## src/rtl/bcd_serial_adder_if.sv

```systemverilog
// Purpose : operand/result bundle for the digit-serial packed-BCD adder.
// Ports   : master drives start/inA/inB/carryIn and observes busy/done/sum/carryOut/sumVal;
//           slave (the adder) is the mirror image. DIGITS sets operand width (4*DIGITS bits).
interface bcd_serial_adder_if #(
  parameter int DIGITS = 4
);
  logic                  start;
  logic [4*DIGITS-1:0]   inA;
  logic [4*DIGITS-1:0]   inB;
  logic                  carryIn;
  logic                  busy;
  logic                  done;
  logic [4*DIGITS-1:0]   sum;
  logic                  carryOut;
  logic                  sumVal;

  modport master (
    output start, inA, inB, carryIn,
    input  busy, done, sum, carryOut, sumVal
  );

  modport slave (
    input  start, inA, inB, carryIn,
    output busy, done, sum, carryOut, sumVal
  );
endinterface

```

## src/rtl/bcd_serial_adder.sv

```systemverilog
// Purpose : adds two DIGITS-wide packed-BCD operands, one digit per clock, LSD first.
// Latency : start accepted at edge k -> busy for DIGITS cycles -> done pulse after edge k+DIGITS.
// Backpr. : none; start is only honoured in IDLE, requests while busy are dropped (no queuing).
// Ports   : clk, rst_n (async active-low); bus (slave modport) carries start/operands/carryIn in,
//           busy/done/sum/carryOut/sumVal out. sum/carryOut/sumVal hold until the next completion.
module bcd_serial_adder #(
  parameter int DIGITS = 4
) (
  input  logic               clk,
  input  logic               rst_n,
  bcd_serial_adder_if.slave  bus
);

  localparam int W  = 4 * DIGITS;
  localparam int CW = (DIGITS > 1) ? $clog2(DIGITS) : 1;
  localparam logic [CW-1:0] LAST = CW'(DIGITS - 1);

  typedef enum logic {IDLE, ADD} state_t;

  state_t          state_q, state_d;
  logic [W-1:0]    a_q, b_q;       // operand shift registers, current digit in [3:0]
  logic [W-1:0]    res_q;          // partial result, filled digit by digit
  logic [CW-1:0]   cnt_q;
  logic            carry_q;
  logic            vld_q;          // all digits seen so far were 0..9
  logic [W-1:0]    sum_q;
  logic            cout_q;
  logic            sval_q;
  logic            done_q;

  logic            load, step, fin, busy;
  logic [3:0]      a_dig, b_dig, dig;
  logic [4:0]      raw;
  logic            carry_nx;
  logic            vld_nx;
  logic [W-1:0]    res_nx;

  // State register
  always_ff @(posedge clk or negedge rst_n) begin
    if (!rst_n) state_q <= IDLE;
    else        state_q <= state_d;
  end

  // Next-state logic
  always_comb begin
    state_d = state_q;
    case (state_q)
      IDLE:    if (bus.start) state_d = ADD;
      ADD:     if (cnt_q == LAST) state_d = IDLE;
      default: state_d = IDLE;
    endcase
  end

  // Output / control decode
  always_comb begin
    load = 1'b0;
    step = 1'b0;
    fin  = 1'b0;
    busy = 1'b0;
    case (state_q)
      IDLE: load = bus.start;
      ADD: begin
        step = 1'b1;
        busy = 1'b1;
        fin  = (cnt_q == LAST);
      end
      default: ;
    endcase
  end

  // One BCD digit: binary add, then +6 correction when the raw sum leaves 0..9.
  // Out-of-range inputs still go through the same rule; only the validity flag drops.
  always_comb begin
    a_dig    = a_q[3:0];
    b_dig    = b_q[3:0];
    raw      = {1'b0, a_dig} + {1'b0, b_dig} + {4'b0, carry_q};
    carry_nx = (raw > 5'd9);
    dig      = carry_nx ? (raw[3:0] + 4'd6) : raw[3:0];
    vld_nx   = vld_q & (a_dig <= 4'd9) & (b_dig <= 4'd9);
    res_nx   = res_q;
    res_nx[{cnt_q, 2'b00} +: 4] = dig;
  end

  always_ff @(posedge clk or negedge rst_n) begin
    if (!rst_n) begin
      a_q     <= '0;
      b_q     <= '0;
      res_q   <= '0;
      cnt_q   <= '0;
      carry_q <= 1'b0;
      vld_q   <= 1'b0;
      sum_q   <= '0;
      cout_q  <= 1'b0;
      sval_q  <= 1'b0;
      done_q  <= 1'b0;
    end else begin
      done_q <= 1'b0;
      if (load) begin
        a_q     <= bus.inA;
        b_q     <= bus.inB;
        carry_q <= bus.carryIn;
        vld_q   <= 1'b1;
        cnt_q   <= '0;
        res_q   <= '0;
      end else if (step) begin
        a_q     <= a_q >> 4;
        b_q     <= b_q >> 4;
        carry_q <= carry_nx;
        vld_q   <= vld_nx;
        cnt_q   <= cnt_q + 1'b1;
        res_q   <= res_nx;
      end
      // Published results only change on the last digit, so no partial sum is ever visible.
      if (fin) begin
        sum_q  <= res_nx;
        cout_q <= carry_nx;
        sval_q <= vld_nx;
        done_q <= 1'b1;
      end
    end
  end

  assign bus.busy     = busy;
  assign bus.done     = done_q;
  assign bus.sum      = sum_q;
  assign bus.carryOut = cout_q;
  assign bus.sumVal   = sval_q;

endmodule

```

## src/flat_wrapper.sv

```systemverilog
// flat-port wrapper written by rule: the top's interface ports become plain ports
module bcd_serial_adder_flat 
#(
  parameter int DIGITS = 4
)
  (clk, rst_n, bus_start, bus_inA, bus_inB, bus_carryIn, bus_busy, bus_done, bus_sum, bus_carryOut, bus_sumVal);
  bcd_serial_adder_if #(.DIGITS(DIGITS)) bus_i ();
  input  logic clk;
  input  logic rst_n;
  input wire logic [$bits(bus_i.start)-1:0] bus_start;
  input wire logic [$bits(bus_i.inA)-1:0] bus_inA;
  input wire logic [$bits(bus_i.inB)-1:0] bus_inB;
  input wire logic [$bits(bus_i.carryIn)-1:0] bus_carryIn;
  output wire logic [$bits(bus_i.busy)-1:0] bus_busy;
  output wire logic [$bits(bus_i.done)-1:0] bus_done;
  output wire logic [$bits(bus_i.sum)-1:0] bus_sum;
  output wire logic [$bits(bus_i.carryOut)-1:0] bus_carryOut;
  output wire logic [$bits(bus_i.sumVal)-1:0] bus_sumVal;
  assign bus_i.start = bus_start;
  assign bus_i.inA = bus_inA;
  assign bus_i.inB = bus_inB;
  assign bus_i.carryIn = bus_carryIn;
  assign bus_busy = bus_i.busy;
  assign bus_done = bus_i.done;
  assign bus_sum = bus_i.sum;
  assign bus_carryOut = bus_i.carryOut;
  assign bus_sumVal = bus_i.sumVal;
  bcd_serial_adder #(.DIGITS(DIGITS)) u_core (.clk(clk), .rst_n(rst_n), .bus(bus_i));
endmodule
```

## config.mk

```make
export PLATFORM = sky130hd
export DESIGN_NAME = bcd_serial_adder_flat
export DESIGN_NICKNAME = d
export VERILOG_FILES = /design/src/rtl/bcd_serial_adder_if.sv /design/src/rtl/bcd_serial_adder.sv /design/src/flat_wrapper.sv
export SDC_FILE = /design/constraint.sdc
export NUM_CORES = 1
export LEC_CHECK = 0
export ABC_AREA = 0
export CAP_MARGIN = 15
export CORE_UTILIZATION = 52
export CTS_BUF_LIST = sky130_fd_sc_hd__clkbuf_16
export DETAILED_ROUTE_END_ITERATION = 8
export PLACE_DENSITY_LB_ADDON = 0.08
export SKIP_CTS_REPAIR_TIMING = 1
export SKIP_LAST_GASP = 1
export SYNTH_ARGS = -nofsm -noshare
export SYNTH_HDL_FRONTEND = slang
export SYNTH_SLANG_ARGS = --single-unit
```

## constraint.sdc

```tcl
create_clock -name clk -period 3.9 [get_ports clk]
set_input_delay 0.39 -clock clk [delete_from_list [all_inputs] [get_ports clk]]
set_output_delay 0.39 -clock clk [all_outputs]
set_load 0.03 [all_outputs]
```

# Yosys cells after proc, flatten, opt, wreduce, memory -nomap -nowiden
# Index checks and enable logic that the tools add are counted.
# totals
reg_bits	72
latchBits	0
ramBits	0
rom_bits	0
input_bits	36
word_cells	47
mem_count	0
# classes
add_sub_neg	5
multipliers	0
div	0
n_lt_le_gt_ge	3
eq_ne	1
n_shift	2
mux	21
bitwise_logic	3
reduce_logical	1
# ops
op	count
$mux 16	6
$bwmux 16	1
$shift 4x6->16 const A	1
$shiftx 4x6->16	1
$mux 1	10
$le 4x4->1 const B	2
$neg 4->6	1
$add 4x4->5	1
$add 5x1->5	1
$gt 5x4->1 const B	1
$add 4x3->4 const B	1
$mux 2	2
$mux 4	1
$add 2x1->2 const B	1
$and 1x1->1	2
$eq 2x2->1 const B	1
$pmux 1 s2	1
$reduce_bool 2->1	1
$not 1->1	1

# Logic depth before layout (Yosys ltp)
# logic_depth
ltp_word	8
depth_mapped	9
ltp_nobuf	9

# Least setup slack after synthesis
# No wires, ideal clock.
# synth_path
path_type	register to register
start	register u_core.carry_q
end	register u_core.res_q[10]
t_arrival_ps	2654
required_time_ps	3823
setup_slack_ps	1169
path_stages_with_launch	10
n_path_buf	0
cell_sequence	dfrtp_1 > fa_1 > fa_1 > xnor2_1 > ha_1 > nor2b_1 > a31oi_2 > a31oi_4 > mux2_4 > o21ai_1
# synth_between
elab_chain_len	7
word_cells_on_any_way	8
classes_between	add/sub: 2; order compare: 1; shift: 1; mux: 4
# synth_rtl
item	line_no	source
start: declaration	bcd_serial_adder.sv:24	logic carry_q;
start signal: assignment	bcd_serial_adder.sv:101	carry_q <= bus.carryIn;
start signal: assignment	bcd_serial_adder.sv:108	carry_q <= carry_nx;
$add 5x1->5 *	bcd_serial_adder.sv:76	raw = {1'b0, a_dig} + {1'b0, b_dig} + {4'b0, carry_q};
$add 4x3->4 or $gt 5x4->1 (tied branches)	bcd_serial_adder.sv:78, bcd_serial_adder.sv:77	
$mux 4 *	bcd_serial_adder.sv:78	dig = carry_nx ? (raw[3:0] + 4'd6) : raw[3:0];
$shiftx 4x6->16 *	bcd_serial_adder.sv:81	res_nx[{cnt_q, 2'b00} +: 4] = dig;
$bwmux 16 *	bcd_serial_adder.sv:81	
$mux 16 *	bcd_serial_adder.sv:105	end else if (step) begin
$mux 16 *	bcd_serial_adder.sv:98	if (load) begin
end signal: assignment	bcd_serial_adder.sv:111	res_q <= res_nx;
end: declaration	bcd_serial_adder.sv:22	logic [W-1:0] res_q;
# Every way passes the cells marked *; elsewhere a longest branch is shown, timed or not. The select of a mux whose other input is x is not followed.
# A chain may end at the register's enable or synchronous reset.

# Worst setup path in the final report
# layout_path
start	register u_core.carry_q
end	register u_core.sum_q[11], in the netlist u_core.bus.sum[11]
# layout_between
elab_chain_len	5
word_cells_on_any_way	6
classes_between	add/sub: 2; order compare: 1; shift: 1; mux: 2
# layout_rtl
item	line_no	source
$add 5x1->5 *	bcd_serial_adder.sv:76	
$add 4x3->4 or $gt 5x4->1 (tied branches)	bcd_serial_adder.sv:78, bcd_serial_adder.sv:77	
$mux 4 *	bcd_serial_adder.sv:78	
$shiftx 4x6->16 *	bcd_serial_adder.sv:81	
$bwmux 16 *	bcd_serial_adder.sv:81	
end signal: assignment	bcd_serial_adder.sv:115	sum_q <= res_nx;
end: declaration	bcd_serial_adder.sv:26	logic [W-1:0] sum_q;
# Every way passes the cells marked *; elsewhere a longest branch is shown, timed or not.

==> run summary <==
share of layout cells above drive strength 1 -> 0.0798
WL final -> 6770 um
Worst Path Required -> 4.07 ns
via count -> 2,465
Worst-Skew Late Latency -> 0.32 ns
Main synth FF type -> dfrtp_1
worst setup path start -> u_core.carry_q
Layout Nets -> 418
Yosys reg bits -> 68
Slew Viols, Final -> 0
clk_skew -> 0.00396 ns
Fin Hold WS -> 0.463 ns
worst rel slew slack -> 0.404
Clock Path Buffers -> 2
Pleak -> 0.00189 uW
grt ovf -> 0
Clk network pwr share -> 0.216
Total Routing Usage GR -> 0.233
Avg Inst Size Synth -> 10.2 sq um
CTS Sinks -> 68
critical path depth -> 9
Worst-path clk slew -> 0.05 ns
dpl hpwl -> 4620 um
Comb pwr share -> 0.451
row cnt -> 28
Fin. Hold Viols -> 0
number of flops mapped to enable cells by yosys -> 0
post-layout instance area -> 4140 sq um
commonest non-fill, non-tap cell in the layout -> dfrtp_1
clock buffers created by TritonCTS -> 9
crit path buf inv count -> 0
peak supply drop -> 0.533 mV
most frequent cells in the layout -> dfrtp_1 (67), clkdlybuf4s50_1 (53), nand2_1 (48), o21ai_0 (47), mux2i_1 (32)
synth-to-layout area growth -> 28.4%
RSZ-0062 raised after global routing -> no
sequential power share -> 0.333
P_int -> 2110 uW
post-synthesis sequential area ratio -> 0.528
vias in the first global route -> 2,357
status -> finished, final reports clean
sw power -> 1460 uW
ys async rst share -> 1.00
Critical Path Sink Type -> register
Die X -> 80.7 um
router iterations before antenna repair -> 4
CP max stage cell -> a31oi_1
# diodes -> 0
# DRC -> 0
r2r startpoint -> u_core.carry_q
startpoint types -> register
Buffers on Ports -> 55
slowest stage delay, CP -> 0.49 ns
crit path time final -> 3.07 ns
cell count after synthesis -> 315
vias per inst -> 5.47
crit-path max FO -> 7
switch share -> 0.409
# H-tree levels -> 3
Power, Total -> 3560 uW
initial antenna violation count -> 0
Worst Tran Pin Value -> 0.890 ns
largest net degree at the start of global routing -> 50
Post-DP Area -> 3820 sq um
routed len/inst -> 15.0 um
Root Driver -> clkbuf_16
Die Area -> 6520 sq um
Synth Warn # -> 0
Power Dens Cells -> 861 nW/um^2
most used cell, CP -> fa_1
gpl congestion -> 0.804
Syn Std Cell Area -> 3220 sq um
Setup Viol. Count Final -> 0
Die H -> 80.7 um
setup tns final -> 0 ns
total I/O pin count -> 56
Worst Hold Class -> in2async
Fmax -> 326 MHz
Net Count, Synth -> 362
FF-to-FF setup slack -> 0.83 ns
DRT iter0 DRCs -> 129
first-pass GRT wire length -> 11,100 um
CTS tree -> yes
Antenna Nets Post-Route -> 0
path depth of the worst reg2reg path -> 9
Critical path destination -> u_core.bus.sum[11]
Placeable Area -> 5960 sq um
Cell Chain, Critical Path -> fa_1 -> fa_1 -> xnor2_1 -> ha_1 -> nor2b_1 -> a31oi_2 -> o21bai_1 -> a31oi_1 -> o21ai_0
WS Path Type -> reg2reg
Reg2Reg Capture Point -> u_core.bus.sum[11]
final core utilization -> 0.695
Initial Util -> 0.541
WP data arrival -> 3.24 ns
CP top delay family -> adder cells
period utilization -> 0.786
Synth cell types -> 35
MaxCap Viol Count -> 0
## cells in the mapped netlist, drive strengths merged (2+ instances only)
library cell,instances,share of area
mux2,3,0.012
o21ai,62,0.096
nor2b,3,0.0058
a21oi,16,0.025
nand2,48,0.056
buf,4,0.0058
mux2i,32,0.099
or3,2,0.0054
inv,6,0.0070
a21o,3,0.0070
clkbuf,12,0.014
ha,9,0.035
nor2,16,0.019
nor3,3,0.0047
a31oi,3,0.012
a211oi,2,0.0047
fa,2,0.012
nor3b,9,0.021
a22o,3,0.0082
xnor2,2,0.0078
dfrtp,68,0.53
## state kept, by name (all words and copies together) (netlist names)
signal,count
u_core.bus.done,1
u_core.b_q,16
u_core.vld_q,1
u_core.bus.carryOut,1
u_core.res_q,12
u_core.bus.sumVal,1
u_core.carry_q,1
u_core.a_q,16
u_core.cnt_q,2
u_core.state_q,1
u_core.bus.sum,16
## through the flow
stage | setup slack, ns | instances
2_1_floorplan | 1.17 | 315
3_3_place_gp | 0.994 | 433
3_5_place_dp | 0.828 | 433
4_1_cts | 0.784 | 449
5_1_grt | 0.587 | 451
6_report | 0.833 | 451
## power by group through the flow
stage / Sequential (uW) / Clock [uW] / Combinational [uW]
floorplan: 1260 / 0 / 1030
detailed placement: 1200 / 0 / 1620
global route: 1230 / 814 / 1780
finish: 1190 / 771 / 1610
CTS: 1190 / 784 / 1630
global placement: 1190 / 0 / 1550
## routing by layer
layer / track usage / part of all wire / up-vias
li1: - / - / 1209
met1: 0.292 / 0.45 / 1201
met2: 0.384 / 0.49 / 49
met3: 0.0753 / 0.047 / 6
met4: 0.0750 / 0.011 / 0
met5: 0 / 0 / -
## worst min path at each step
stage          slack [ns]            start            endpoint
2_1_floorplan        0.09            rst_n       u_core.a_q[0]
3_3_place_gp         0.46  u_core.res_q[8]     u_core.res_q[8]
3_5_place_dp         0.46  u_core.res_q[8]     u_core.res_q[8]
4_1_cts              0.29            rst_n  u_core.bus.sum[14]
5_1_grt              0.49            rst_n  u_core.bus.sum[13]
6_report             0.46            rst_n  u_core.bus.sum[14]
## worst reg2reg max path, stage by stage, from the launching register on
cell,delay (ns)
dfrtp_1,0.39
fa_1,0.46
fa_1,0.42
xnor2_1,0.20
ha_1,0.24
nor2b_1,0.14
a31oi_2,0.24
o21bai_1,0.12
a31oi_1,0.49
o21ai_0,0.21
## final cells by class
class	count	area, sq um
Sequential cell	68	1700
Fill cell	481	1820
Tap cell	75	93.8
Inverter	7	26.3
Clock inverter	7	58.8
Timing Repair Buffer	61	601
Clock buffer	9	225
Multi-Input combinational cell	224	1430
## cells by family after synthesis
logic type,share of synthesized area
DFF,0.528
xor gates and xnor gates,0.00777
AOI/OAI and AO/OA,0.158
muxes,0.111
buffers and inverters,0.0279
adders and majority gates,0.0474
and+or+nand+nor,0.120
Note: power is estimated with default switching activity, not from simulation.
